## config.mk

```make
export PLATFORM = sky130hd
export DESIGN_NAME = cdb_arbiter_flat
export DESIGN_NICKNAME = d
export VERILOG_FILES = /design/src/rtl/cdb_arbiter_if.sv /design/src/rtl/cdb_arbiter.sv /design/src/flat_wrapper.sv
export SDC_FILE = /design/constraint.sdc
export NUM_CORES = 1
export LEC_CHECK = 0
export ABC_AREA = 1
export BUFFER_PORTS_ARGS = -buffer_cell sky130_fd_sc_hd__buf_2
export CAP_MARGIN = 40
export CELL_PAD_IN_SITES_DETAIL_PLACEMENT = 1
export CELL_PAD_IN_SITES_GLOBAL_PLACEMENT = 2
export CORE_MARGIN = 2
export CORE_UTILIZATION = 31
export CTS_CLUSTER_DIAMETER = 120
export DETAILED_ROUTE_END_ITERATION = 6
export GPL_ROUTABILITY_DRIVEN = 1
export PLACE_DENSITY_LB_ADDON = 0.12
export SYNTH_ARGS = -nofsm -noshare
export SYNTH_HDL_FRONTEND = slang
export SYNTH_SLANG_ARGS = --single-unit
export TNS_END_PERCENT = 30
```

## constraint.sdc

```tcl
create_clock -name Sys_clk -period 4.8 [get_ports Sys_clk]
set_input_delay 0.96 -clock Sys_clk [delete_from_list [all_inputs] [get_ports Sys_clk]]
set_output_delay 0.96 -clock Sys_clk [all_outputs]
set_load 0.05 [all_outputs]
```

## src/rtl/cdb_arbiter_if.sv

```systemverilog
// Bundles the two producer result ports, the RoB flush line and the CDB broadcast.
// The arbiter takes the slave side; producers, RoB and CDB consumers take the master side.
interface cdb_arbiter_if #(
    parameter int RoB_WIDTH = 8
);
    logic                 RSCA_en;
    logic [RoB_WIDTH-1:0] RSCA_RoB_index;
    logic [31:0]          RSCA_value;
    logic                 CARS_ready;

    logic                 LSBCA_en;
    logic [RoB_WIDTH-1:0] LSBCA_RoB_index;
    logic [31:0]          LSBCA_value;
    logic                 CALSB_ready;

    logic                 RoBCA_pre_judge;

    logic                 CACDB_en;
    logic [RoB_WIDTH-1:0] CACDB_RoB_index;
    logic [31:0]          CACDB_value;
    logic                 CACDB_src;

    modport master (
        output RSCA_en, RSCA_RoB_index, RSCA_value,
        output LSBCA_en, LSBCA_RoB_index, LSBCA_value,
        output RoBCA_pre_judge,
        input  CARS_ready, CALSB_ready,
        input  CACDB_en, CACDB_RoB_index, CACDB_value, CACDB_src
    );

    modport slave (
        input  RSCA_en, RSCA_RoB_index, RSCA_value,
        input  LSBCA_en, LSBCA_RoB_index, LSBCA_value,
        input  RoBCA_pre_judge,
        output CARS_ready, CALSB_ready,
        output CACDB_en, CACDB_RoB_index, CACDB_value, CACDB_src
    );
endinterface

```

## src/rtl/cdb_arbiter.sv

```systemverilog
// Round-robin CDB arbiter: two private FIFOs (ALU=0, LSB=1) drained one entry per cycle to a registered broadcast.
// Push at edge k reaches the CDB after edge k+1 at the earliest; ready drops only when a FIFO is full.
module cdb_arbiter #(
    parameter int RoB_WIDTH  = 8,
    parameter int FIFO_DEPTH = 2,
    parameter int FIFO_PTR   = 1
) (
    input  logic             Sys_clk,
    input  logic             Sys_rst,
    input  logic             Sys_rdy,
    cdb_arbiter_if.slave     bus
);
    typedef struct packed {
        logic [RoB_WIDTH-1:0] idx;
        logic [31:0]          val;
    } ent_t;

    localparam logic [FIFO_PTR:0] CNT_FULL = (FIFO_PTR + 1)'(FIFO_DEPTH);

    ent_t                mem_q  [2][FIFO_DEPTH];
    logic [FIFO_PTR-1:0] wptr_q [2];
    logic [FIFO_PTR-1:0] wptr_d [2];
    logic [FIFO_PTR-1:0] rptr_q [2];
    logic [FIFO_PTR-1:0] rptr_d [2];
    logic [FIFO_PTR:0]   cnt_q  [2];
    logic [FIFO_PTR:0]   cnt_d  [2];
    logic                last_grant_q, last_grant_d;
    logic                cdb_en_q, cdb_en_d;
    ent_t                cdb_q, cdb_d;
    logic                cdb_src_q, cdb_src_d;

    ent_t                din    [2];
    logic [1:0]          rdy;
    logic [1:0]          nempty;
    logic [1:0]          push;
    logic [1:0]          pop;
    logic                gnt_lsb;
    logic                active;

    assign din[0] = {bus.RSCA_RoB_index, bus.RSCA_value};
    assign din[1] = {bus.LSBCA_RoB_index, bus.LSBCA_value};
    assign active = Sys_rst && bus.RoBCA_pre_judge && Sys_rdy;

    always_comb begin
        rdy          = '0;
        nempty       = '0;
        pop          = '0;
        gnt_lsb      = 1'b0;
        cdb_en_d     = 1'b0;
        cdb_d        = cdb_q;
        cdb_src_d    = cdb_src_q;
        last_grant_d = last_grant_q;
        for (int s = 0; s < 2; s++) begin
            rdy[s]    = (cnt_q[s] != CNT_FULL);
            nempty[s] = (cnt_q[s] != '0);
        end
        push = {bus.LSBCA_en, bus.RSCA_en} & rdy;

        // On a tie the side that did not win last time gets the bus.
        if (nempty[0] && (!nempty[1] || last_grant_q)) begin
            pop[0] = 1'b1;
        end else if (nempty[1]) begin
            pop[1]  = 1'b1;
            gnt_lsb = 1'b1;
        end
        if (|pop) begin
            cdb_en_d     = 1'b1;
            cdb_d        = mem_q[gnt_lsb][rptr_q[gnt_lsb]];
            cdb_src_d    = gnt_lsb;
            last_grant_d = gnt_lsb;
        end

        for (int s = 0; s < 2; s++) begin
            wptr_d[s] = wptr_q[s] + FIFO_PTR'(push[s]);
            rptr_d[s] = rptr_q[s] + FIFO_PTR'(pop[s]);
            cnt_d[s]  = cnt_q[s] + (FIFO_PTR + 1)'(push[s]) - (FIFO_PTR + 1)'(pop[s]);
        end
    end

    always_ff @(posedge Sys_clk) begin
        if (!Sys_rst || !bus.RoBCA_pre_judge) begin
            for (int s = 0; s < 2; s++) begin
                cnt_q[s]  <= '0;
                wptr_q[s] <= '0;
                rptr_q[s] <= '0;
            end
            cdb_en_q  <= 1'b0;
            cdb_q     <= '0;
            cdb_src_q <= 1'b0;
            // A flush keeps the round-robin history; only reset restarts it.
            if (!Sys_rst) begin
                last_grant_q <= 1'b1;
            end
        end else if (Sys_rdy) begin
            for (int s = 0; s < 2; s++) begin
                cnt_q[s]  <= cnt_d[s];
                wptr_q[s] <= wptr_d[s];
                rptr_q[s] <= rptr_d[s];
            end
            cdb_en_q     <= cdb_en_d;
            cdb_q        <= cdb_d;
            cdb_src_q    <= cdb_src_d;
            last_grant_q <= last_grant_d;
        end
    end

    always_ff @(posedge Sys_clk) begin
        if (active) begin
            for (int s = 0; s < 2; s++) begin
                if (push[s]) begin
                    mem_q[s][wptr_q[s]] <= din[s];
                end
            end
        end
    end

    assign bus.CARS_ready      = rdy[0];
    assign bus.CALSB_ready     = rdy[1];
    assign bus.CACDB_en        = cdb_en_q;
    assign bus.CACDB_RoB_index = cdb_q.idx;
    assign bus.CACDB_value     = cdb_q.val;
    assign bus.CACDB_src       = cdb_src_q;
endmodule

```

## src/flat_wrapper.sv

```systemverilog
// flat-port wrapper written by rule: the top's interface ports become plain ports
module cdb_arbiter_flat 
#(
    parameter int RoB_WIDTH  = 8,
    parameter int FIFO_DEPTH = 2,
    parameter int FIFO_PTR   = 1
)
  (Sys_clk, Sys_rst, Sys_rdy, bus_RSCA_en, bus_RSCA_RoB_index, bus_RSCA_value, bus_LSBCA_en, bus_LSBCA_RoB_index, bus_LSBCA_value, bus_RoBCA_pre_judge, bus_CARS_ready, bus_CALSB_ready, bus_CACDB_en, bus_CACDB_RoB_index, bus_CACDB_value, bus_CACDB_src);
  cdb_arbiter_if #(.RoB_WIDTH(RoB_WIDTH)) bus_i ();
  input  logic Sys_clk;
  input  logic Sys_rst;
  input  logic Sys_rdy;
  input wire logic [$bits(bus_i.RSCA_en)-1:0] bus_RSCA_en;
  input wire logic [$bits(bus_i.RSCA_RoB_index)-1:0] bus_RSCA_RoB_index;
  input wire logic [$bits(bus_i.RSCA_value)-1:0] bus_RSCA_value;
  input wire logic [$bits(bus_i.LSBCA_en)-1:0] bus_LSBCA_en;
  input wire logic [$bits(bus_i.LSBCA_RoB_index)-1:0] bus_LSBCA_RoB_index;
  input wire logic [$bits(bus_i.LSBCA_value)-1:0] bus_LSBCA_value;
  input wire logic [$bits(bus_i.RoBCA_pre_judge)-1:0] bus_RoBCA_pre_judge;
  output wire logic [$bits(bus_i.CARS_ready)-1:0] bus_CARS_ready;
  output wire logic [$bits(bus_i.CALSB_ready)-1:0] bus_CALSB_ready;
  output wire logic [$bits(bus_i.CACDB_en)-1:0] bus_CACDB_en;
  output wire logic [$bits(bus_i.CACDB_RoB_index)-1:0] bus_CACDB_RoB_index;
  output wire logic [$bits(bus_i.CACDB_value)-1:0] bus_CACDB_value;
  output wire logic [$bits(bus_i.CACDB_src)-1:0] bus_CACDB_src;
  assign bus_i.RSCA_en = bus_RSCA_en;
  assign bus_i.RSCA_RoB_index = bus_RSCA_RoB_index;
  assign bus_i.RSCA_value = bus_RSCA_value;
  assign bus_i.LSBCA_en = bus_LSBCA_en;
  assign bus_i.LSBCA_RoB_index = bus_LSBCA_RoB_index;
  assign bus_i.LSBCA_value = bus_LSBCA_value;
  assign bus_i.RoBCA_pre_judge = bus_RoBCA_pre_judge;
  assign bus_CARS_ready = bus_i.CARS_ready;
  assign bus_CALSB_ready = bus_i.CALSB_ready;
  assign bus_CACDB_en = bus_i.CACDB_en;
  assign bus_CACDB_RoB_index = bus_i.CACDB_RoB_index;
  assign bus_CACDB_value = bus_i.CACDB_value;
  assign bus_CACDB_src = bus_i.CACDB_src;
  cdb_arbiter #(.RoB_WIDTH(RoB_WIDTH), .FIFO_DEPTH(FIFO_DEPTH), .FIFO_PTR(FIFO_PTR)) u_core (.Sys_clk(Sys_clk), .Sys_rst(Sys_rst), .Sys_rdy(Sys_rdy), .bus(bus_i));
endmodule
```

# ---- Word level (Yosys, flattened, before mapping)
# Memory sizes are Yosys's and may differ from the RTL's.
# Index checks and enable logic that the tools add are counted.
dict set report classes {
  div 0
  n_reduce_logical 17
  shift 0
  mul 0
  n_eq_ne 3
  add_sub_neg 8
  bitwise_logic 10
  n_mux 32
  magnitude_cmp 5
}
# cell count
set op_table {}
lappend op_table {{40-bit 2-to-1 mux} 5}
lappend op_table {{80-bit 2-to-1 mux} 2}
lappend op_table {{40-bit demux with 1-bit select} 2}
lappend op_table {{1-bit 2-to-1 mux} 21}
lappend op_table {{2-bit nonzero test} 4}
lappend op_table {{2-bit >= comparator, second input constant} 3}
lappend op_table {{2-bit inequality test, second input constant} 3}
lappend op_table {{1-bit inverter with 2-bit output} 3}
lappend op_table {{1-bit bitwise OR} 6}
lappend op_table {{1-bit logical AND} 5}
lappend op_table {{1-bit adder} 4}
lappend op_table {{2-bit by 1-bit adder with 2-bit output} 2}
lappend op_table {{2-bit by 1-bit < comparator with 1-bit output, second input constant} 2}
lappend op_table {{2-bit 2-to-1 mux} 2}
lappend op_table {{2-bit by 1-bit subtractor with 2-bit output} 2}
lappend op_table {{1-bit logical NOT} 3}
lappend op_table {{3-bit AND reduction} 1}
lappend op_table {{2-bit bitwise AND} 1}
lappend op_table {{1-bit logical OR} 2}
lappend op_table {{2-bit AND reduction} 1}
lappend op_table {{2-bit OR reduction} 1}
dict set report word_totals {
  in_bits 86
  regBits 43
  rom_bits 0
  latchBits 0
  mem_bits_rw 168
  elab_cells 84
  memories 4
  output_inout_bits 44
}
# memory depth width read_ports rd_ports_with_merged_regs write_ports line
set mem_list {}
lappend mem_list {u_core.mem_q 2 80 1 0 2 cdb_arbiter.sv:20} ;# ent_t mem_q [2][FIFO_DEPTH];
lappend mem_list {u_core.cnt_q 2 2 2 0 2 cdb_arbiter.sv:25} ;# logic [FIFO_PTR:0] cnt_q [2];
lappend mem_list {u_core.rptr_q 2 1 3 0 2 cdb_arbiter.sv:23} ;# logic [FIFO_PTR-1:0] rptr_q [2];
lappend mem_list {u_core.wptr_q 2 1 2 0 2 cdb_arbiter.sv:21} ;# logic [FIFO_PTR-1:0] wptr_q [2];

# ---- Longest topological paths before layout
# An unclocked memory read counts as a cell.
dict set report logic_depth {
  ltp_word 10
  mapped_depth 10
  mapped_depth_nobuf 9
}

# ---- Worst setup path before layout
# No wires, ideal clock.
dict set report synth_timing {
  path_kind {input to register}
  startpoint {input port Sys_rst}
  endpoint {memory u_core.mem_q[0][0] (netlist name), enable pin}
  path_stages 4
  n_path_buf 0
  setup_slack_ns 0.310
  required_ns 4.313
  setup_time_ns 0.487
  arrival_time_ns 4.003
  path_cell_list {nand2_1 > inv_1 > nand2_1 > nor3_1}
}
# element line
set synth_rtl {}
lappend synth_rtl {{start, declared} flat_wrapper.sv:11} ;# input logic Sys_rst;
lappend synth_rtl {{end, declared} cdb_arbiter.sv:20}

==> metrics.txt <==
# TYPE chip_impl_metric gauge
chip_impl_info{name="synth_top_cells_by_count",value="nand2_1 (261), edfxtp_1 (169), inv_1 (55)"} 1
chip_impl_metric{name="routed-via-count",unit=""} 5758
chip_impl_info{name="setup.worst_path.start_class",value="flip-flop"} 1
chip_impl_info{name="worst_path_slowest_cell",value="buf_4"} 1
chip_impl_metric{name="synthesis.nets",unit=""} 853
chip_impl_info{name="clock_tree_from_tritoncts",value="yes"} 1
chip_impl_metric{name="antenna_cells",unit=""} 0
chip_impl_metric{name="core",unit="um^2"} 26700
chip_impl_metric{name="crit_path_setup_slack_layout",unit="ns"} 2.00
chip_impl_metric{name="post_synth_inst_count",unit=""} 763
chip_impl_metric{name="ctsHoldBuffers",unit=""} 0
chip_impl_metric{name="final_min_period_over_clock_period",unit="%"} 58.4
chip_impl_metric{name="power.leakage",unit="nW"} 4.10
chip_impl_metric{name="clock_insertion_delay_worst_skew",unit="ns"} 0.51
chip_impl_info{name="hold_class",value="reg -> reg"} 1
chip_impl_metric{name="route.met2.wl",unit="um"} 10700
chip_impl_metric{name="detailedRoute.firstPassIterationCount",unit=""} 4
chip_impl_metric{name="final_gp_congestion",unit=""} 0.739
chip_impl_metric{name="slew_headroom",unit="%"} 55.0
chip_impl_metric{name="cts.reportedPaths.clkPinSlew",unit="ns"} 0.06
chip_impl_metric{name="final.setup.tns",unit="ns"} 0
chip_impl_info{name="outcome",value="finished clean"} 1
chip_impl_metric{name="timing.critical_path.fanout_max",unit=""} 66
chip_impl_metric{name="layout-drive-gt1-share",unit="%"} 22.2
chip_impl_info{name="critical_path.endpoint_type",value="flip-flop"} 1
chip_impl_info{name="route.top_layer_used",value="met4"} 1
chip_impl_metric{name="maxCapViolCount",unit=""} 0
chip_impl_metric{name="seq_power_share",unit="%"} 46.1
chip_impl_metric{name="first_global_vias",unit=""} 6052
chip_impl_metric{name="critical_path.max_stage_delay",unit="ns"} 0.65
chip_impl_info{name="grt_setup_unrepaired",value="no"} 1
chip_impl_metric{name="layout.nets",unit=""} 989
chip_impl_metric{name="swShare",unit="%"} 25.5
chip_impl_metric{name="drc",unit=""} 0
chip_impl_metric{name="placement.io_buffers",unit=""} 129
chip_impl_info{name="crit_chain",value="nor2_2 -> inv_2 -> o21ai_4 -> buf_4 -> buf_4 -> nand2_1 -> and2_1 -> nand2_1 -> nand3_1 -> a21oi_1"} 1
chip_impl_metric{name="die-width",unit="um"} 168
chip_impl_metric{name="ctsResizeCount",unit=""} 0
chip_impl_metric{name="post-place-ws",unit="ns"} 1.69
chip_impl_metric{name="crit_arrival",unit="ns"} 3.23
chip_impl_metric{name="worst_path_bufs_invs",unit=""} 3
chip_impl_metric{name="max_slew.worst_pin.slew",unit="ns"} 0.672
chip_impl_metric{name="route.detailed.vias_per_inst",unit=""} 4.58
chip_impl_metric{name="post_synth.cell_area_avg",unit="um^2"} 11.0
chip_impl_metric{name="cts_setup_buffers",unit=""} 0
chip_impl_metric{name="postSynth.asyncResetShare",unit="%"} 0
chip_impl_info{name="dominantRegCellSynth",value="edfxtp_1"} 1
chip_impl_info{name="critical-path-top-delay-family",value="buffers and inverters"} 1
chip_impl_metric{name="clock_skew",unit="ns"} 0.0100
chip_impl_metric{name="grt.overflow.total",unit=""} 0
chip_impl_metric{name="yosys_register_bits",unit=""} 211
chip_impl_metric{name="met3_length",unit="um"} 920
chip_impl_metric{name="met1Wirelength",unit="um"} 10600
chip_impl_metric{name="synth_sequential_area_ratio",unit="%"} 70.5
chip_impl_metric{name="area_growth_syn_to_layout",unit="%"} 23.1
chip_impl_metric{name="synth.top_cell.area_share",unit="%"} 60.5
chip_impl_metric{name="fp-row-count",unit=""} 60
chip_impl_metric{name="fmax",unit="GHz"} 0.357
chip_impl_metric{name="antenna_found_initial",unit=""} 0
chip_impl_metric{name="ant_nets_after_route",unit=""} 0
chip_impl_metric{name="netSwitchingPower",unit="W"} 0.00112
chip_impl_info{name="synth_area_leader_cell",value="edfxtp_1"} 1
chip_impl_metric{name="netlist-cell-type-count",unit=""} 24
chip_impl_metric{name="numCtsBuffers",unit=""} 24
chip_impl_metric{name="internal-power",unit="W"} 0.00329
chip_impl_info{name="path_class",value="reg -> reg"} 1
chip_impl_metric{name="power.total",unit="W"} 0.00441
chip_impl_metric{name="mappedNetlistArea",unit="um^2"} 8390
chip_impl_metric{name="clock_net_sink_count",unit=""} 211
chip_impl_metric{name="period_minus_slack",unit="ns"} 2.80
chip_impl_metric{name="design.die.area",unit="um^2"} 28400
chip_impl_info{name="synth.most_common_cell",value="nand2_1"} 1
chip_impl_metric{name="peak_supply_drop",unit="V"} 0.000225
chip_impl_metric{name="power.clock.fraction",unit="%"} 41.6
chip_impl_metric{name="h-tree-depth",unit=""} 1
chip_impl_metric{name="max-clock-path-buffers",unit=""} 3
chip_impl_info{name="clock-root-buffer",value="clkbuf_16"} 1
chip_impl_metric{name="place.detailed.hpwl",unit="um"} 14400
chip_impl_metric{name="grt_use_total",unit="%"} 16.0
chip_impl_metric{name="boundaryPins",unit=""} 130
chip_impl_metric{name="timing_hold_violations_final",unit=""} 0
chip_impl_metric{name="maximum_number_of_pins_on_one_net_before_global_route_repair",unit=""} 67
chip_impl_metric{name="comb_power_share",unit="%"} 12.4
chip_impl_metric{name="ys.warnings.count",unit=""} 0
chip_impl_info{name="synth_area_leaders",value="edfxtp_1 (61%), nand2_1 (12%), dfxtp_1 (10%), a21oi_1 (2.9%), nand3_1 (2.5%)"} 1
chip_impl_metric{name="number_of_enable_flip_flop_cells_after_synthesis",unit=""} 169
chip_impl_metric{name="starting_density",unit="%"} 31.4
chip_impl_metric{name="detail_route.wl_per_cell",unit="um"} 18.0
chip_impl_metric{name="p_per_area",unit="nW/um^2"} 427
chip_impl_metric{name="detailed_route_wl",unit="um"} 22600
chip_impl_metric{name="setup_violations",unit=""} 0
chip_impl_metric{name="die-height",unit="um"} 168
chip_impl_metric{name="critical_path_required",unit="ns"} 5.23
chip_impl_metric{name="placedCellCount",unit=""} 1214
chip_impl_metric{name="drt_iter0_markers",unit=""} 203
chip_impl_metric{name="wire_length_of_the_first_global_routing_pass",unit="um"} 35000
chip_impl_metric{name="fin_cells",unit=""} 1258
chip_impl_metric{name="final-max-slew-violation-count",unit=""} 0
metal layers:
| metal | up-vias | track usage, % |
|---|---|---|
| met4 | 0 | 3.90 |
| met5 | - | 0 |
| met3 | 29 | 2.53 |
| met2 | 122 | 27.1 |
| met1 | 2803 | 21.7 |
| li1 | 2804 | - |
sequential cells by signal (all words and copies together), names as in the netlist:
| signal | flops |
|---|---|
| u_core.wptr_q | 2 |
| u_core.mem_q | 160 |
| u_core.bus.CACDB_en | 1 |
| u_core.bus.CACDB_src | 1 |
| u_core.rptr_q | 2 |
| u_core.last_grant_q | 1 |
| u_core.cnt_q | 4 |
| u_core.bus.CACDB_RoB_index | 8 |
| u_core.bus.CACDB_value | 32 |
power by group through the flow:
| stage | Sequential (W) | Clock, W | Combinational, W |
|---|---|---|---|
| floorplan | 0.00212 | 0 | 0.000294 |
| CTS | 0.00203 | 0.00189 | 0.000561 |
| finish | 0.00203 | 0.00183 | 0.000546 |
| detailed placement | 0.00207 | 0 | 0.000558 |
| global route | 0.00203 | 0.00196 | 0.000612 |
| global placement | 0.00207 | 0 | 0.000525 |
final timing paths:
kind,startpoint,end,slack [ns],cells after the start
setup / recovery,u_core.cnt_q[0][3]$_SDFFCE_PP0P_,u_core.bus.CACDB_RoB_index[2]$_SDFFE_PP0P_,2.00,10
hold / removal,u_core.bus.CACDB_value[13]$_SDFFE_PP0P_,u_core.bus.CACDB_value[13]$_SDFFE_PP0P_,0.46,2
setup reg to reg,u_core.cnt_q[0][3]$_SDFFCE_PP0P_,u_core.bus.CACDB_RoB_index[2]$_SDFFE_PP0P_,2.00,10
hold reg to reg,u_core.bus.CACDB_value[13]$_SDFFE_PP0P_,u_core.bus.CACDB_value[13]$_SDFFE_PP0P_,0.46,2
tightest hold or removal path, stage by stage, from the launching register on:
cell     delay (ns)
dfxtp_1        0.30
nand2_1        0.06
a21oi_1        0.05
cell families after synthesis:
kind of cell,count (synthesis),share of synthesized area (%)
AO/OA/AOI/OAI,93,5.77
XOR/XNOR,2,0.209
adder cells (fa/ha/maj),4,0.597
buffers and inverters,97,4.97
flip-flops,211,70.5
AND/OR/NAND/NOR,356,17.9
layout by cell type, fill, tap and decap left out:
master	n
bufinv_16	3
nor2_2	2
a21oi_4	2
buf_2	129
and2_1	9
edfxtp_1	169
nand3_1	42
buf_16	2
clkinv_1	3
buf_12	2
or2_2	3
nand2_2	1
clkbuf_1	4
dfxtp_1	42
clkinvlp_4	1
clkbuf_16	25
nor3_2	2
o21ai_0	29
inv_2	4
a21oi_1	48
nor2_4	3
inv_1	55
nor2_1	4
o21ai_4	2
o21ai_1	12
and2_0	30
buf_4	15
nand2_1	260
xnor2_1	2
clkinv_2	8
ha_1	4
stage by stage:
| step | hold slack (ns) | utilization, % | cell area, um^2 |
|---|---|---|---|
| floorplan | 0.594 | - | 8390 |
| global placement | 0.452 | 35.3 | 9430 |
| detailed placement | 0.456 | 35.7 | 9530 |
| CTS | 0.466 | 38.6 | 10300 |
| global route | 0.485 | 38.6 | 10300 |
| finish | 0.461 | 38.6 | 10300 |
layout make-up:
cell class / instances / area (um^2)
clock inverters: 15 / 149
clock buffers: 29 / 641
flip-flops and latches: 211 / 5920
fillers: 2984 / 16400
well taps: 341 / 427
repair buffers: 148 / 853
inverters: 59 / 221
multi-input cells: 455 / 2110
(Power assumes the default switching activity.)
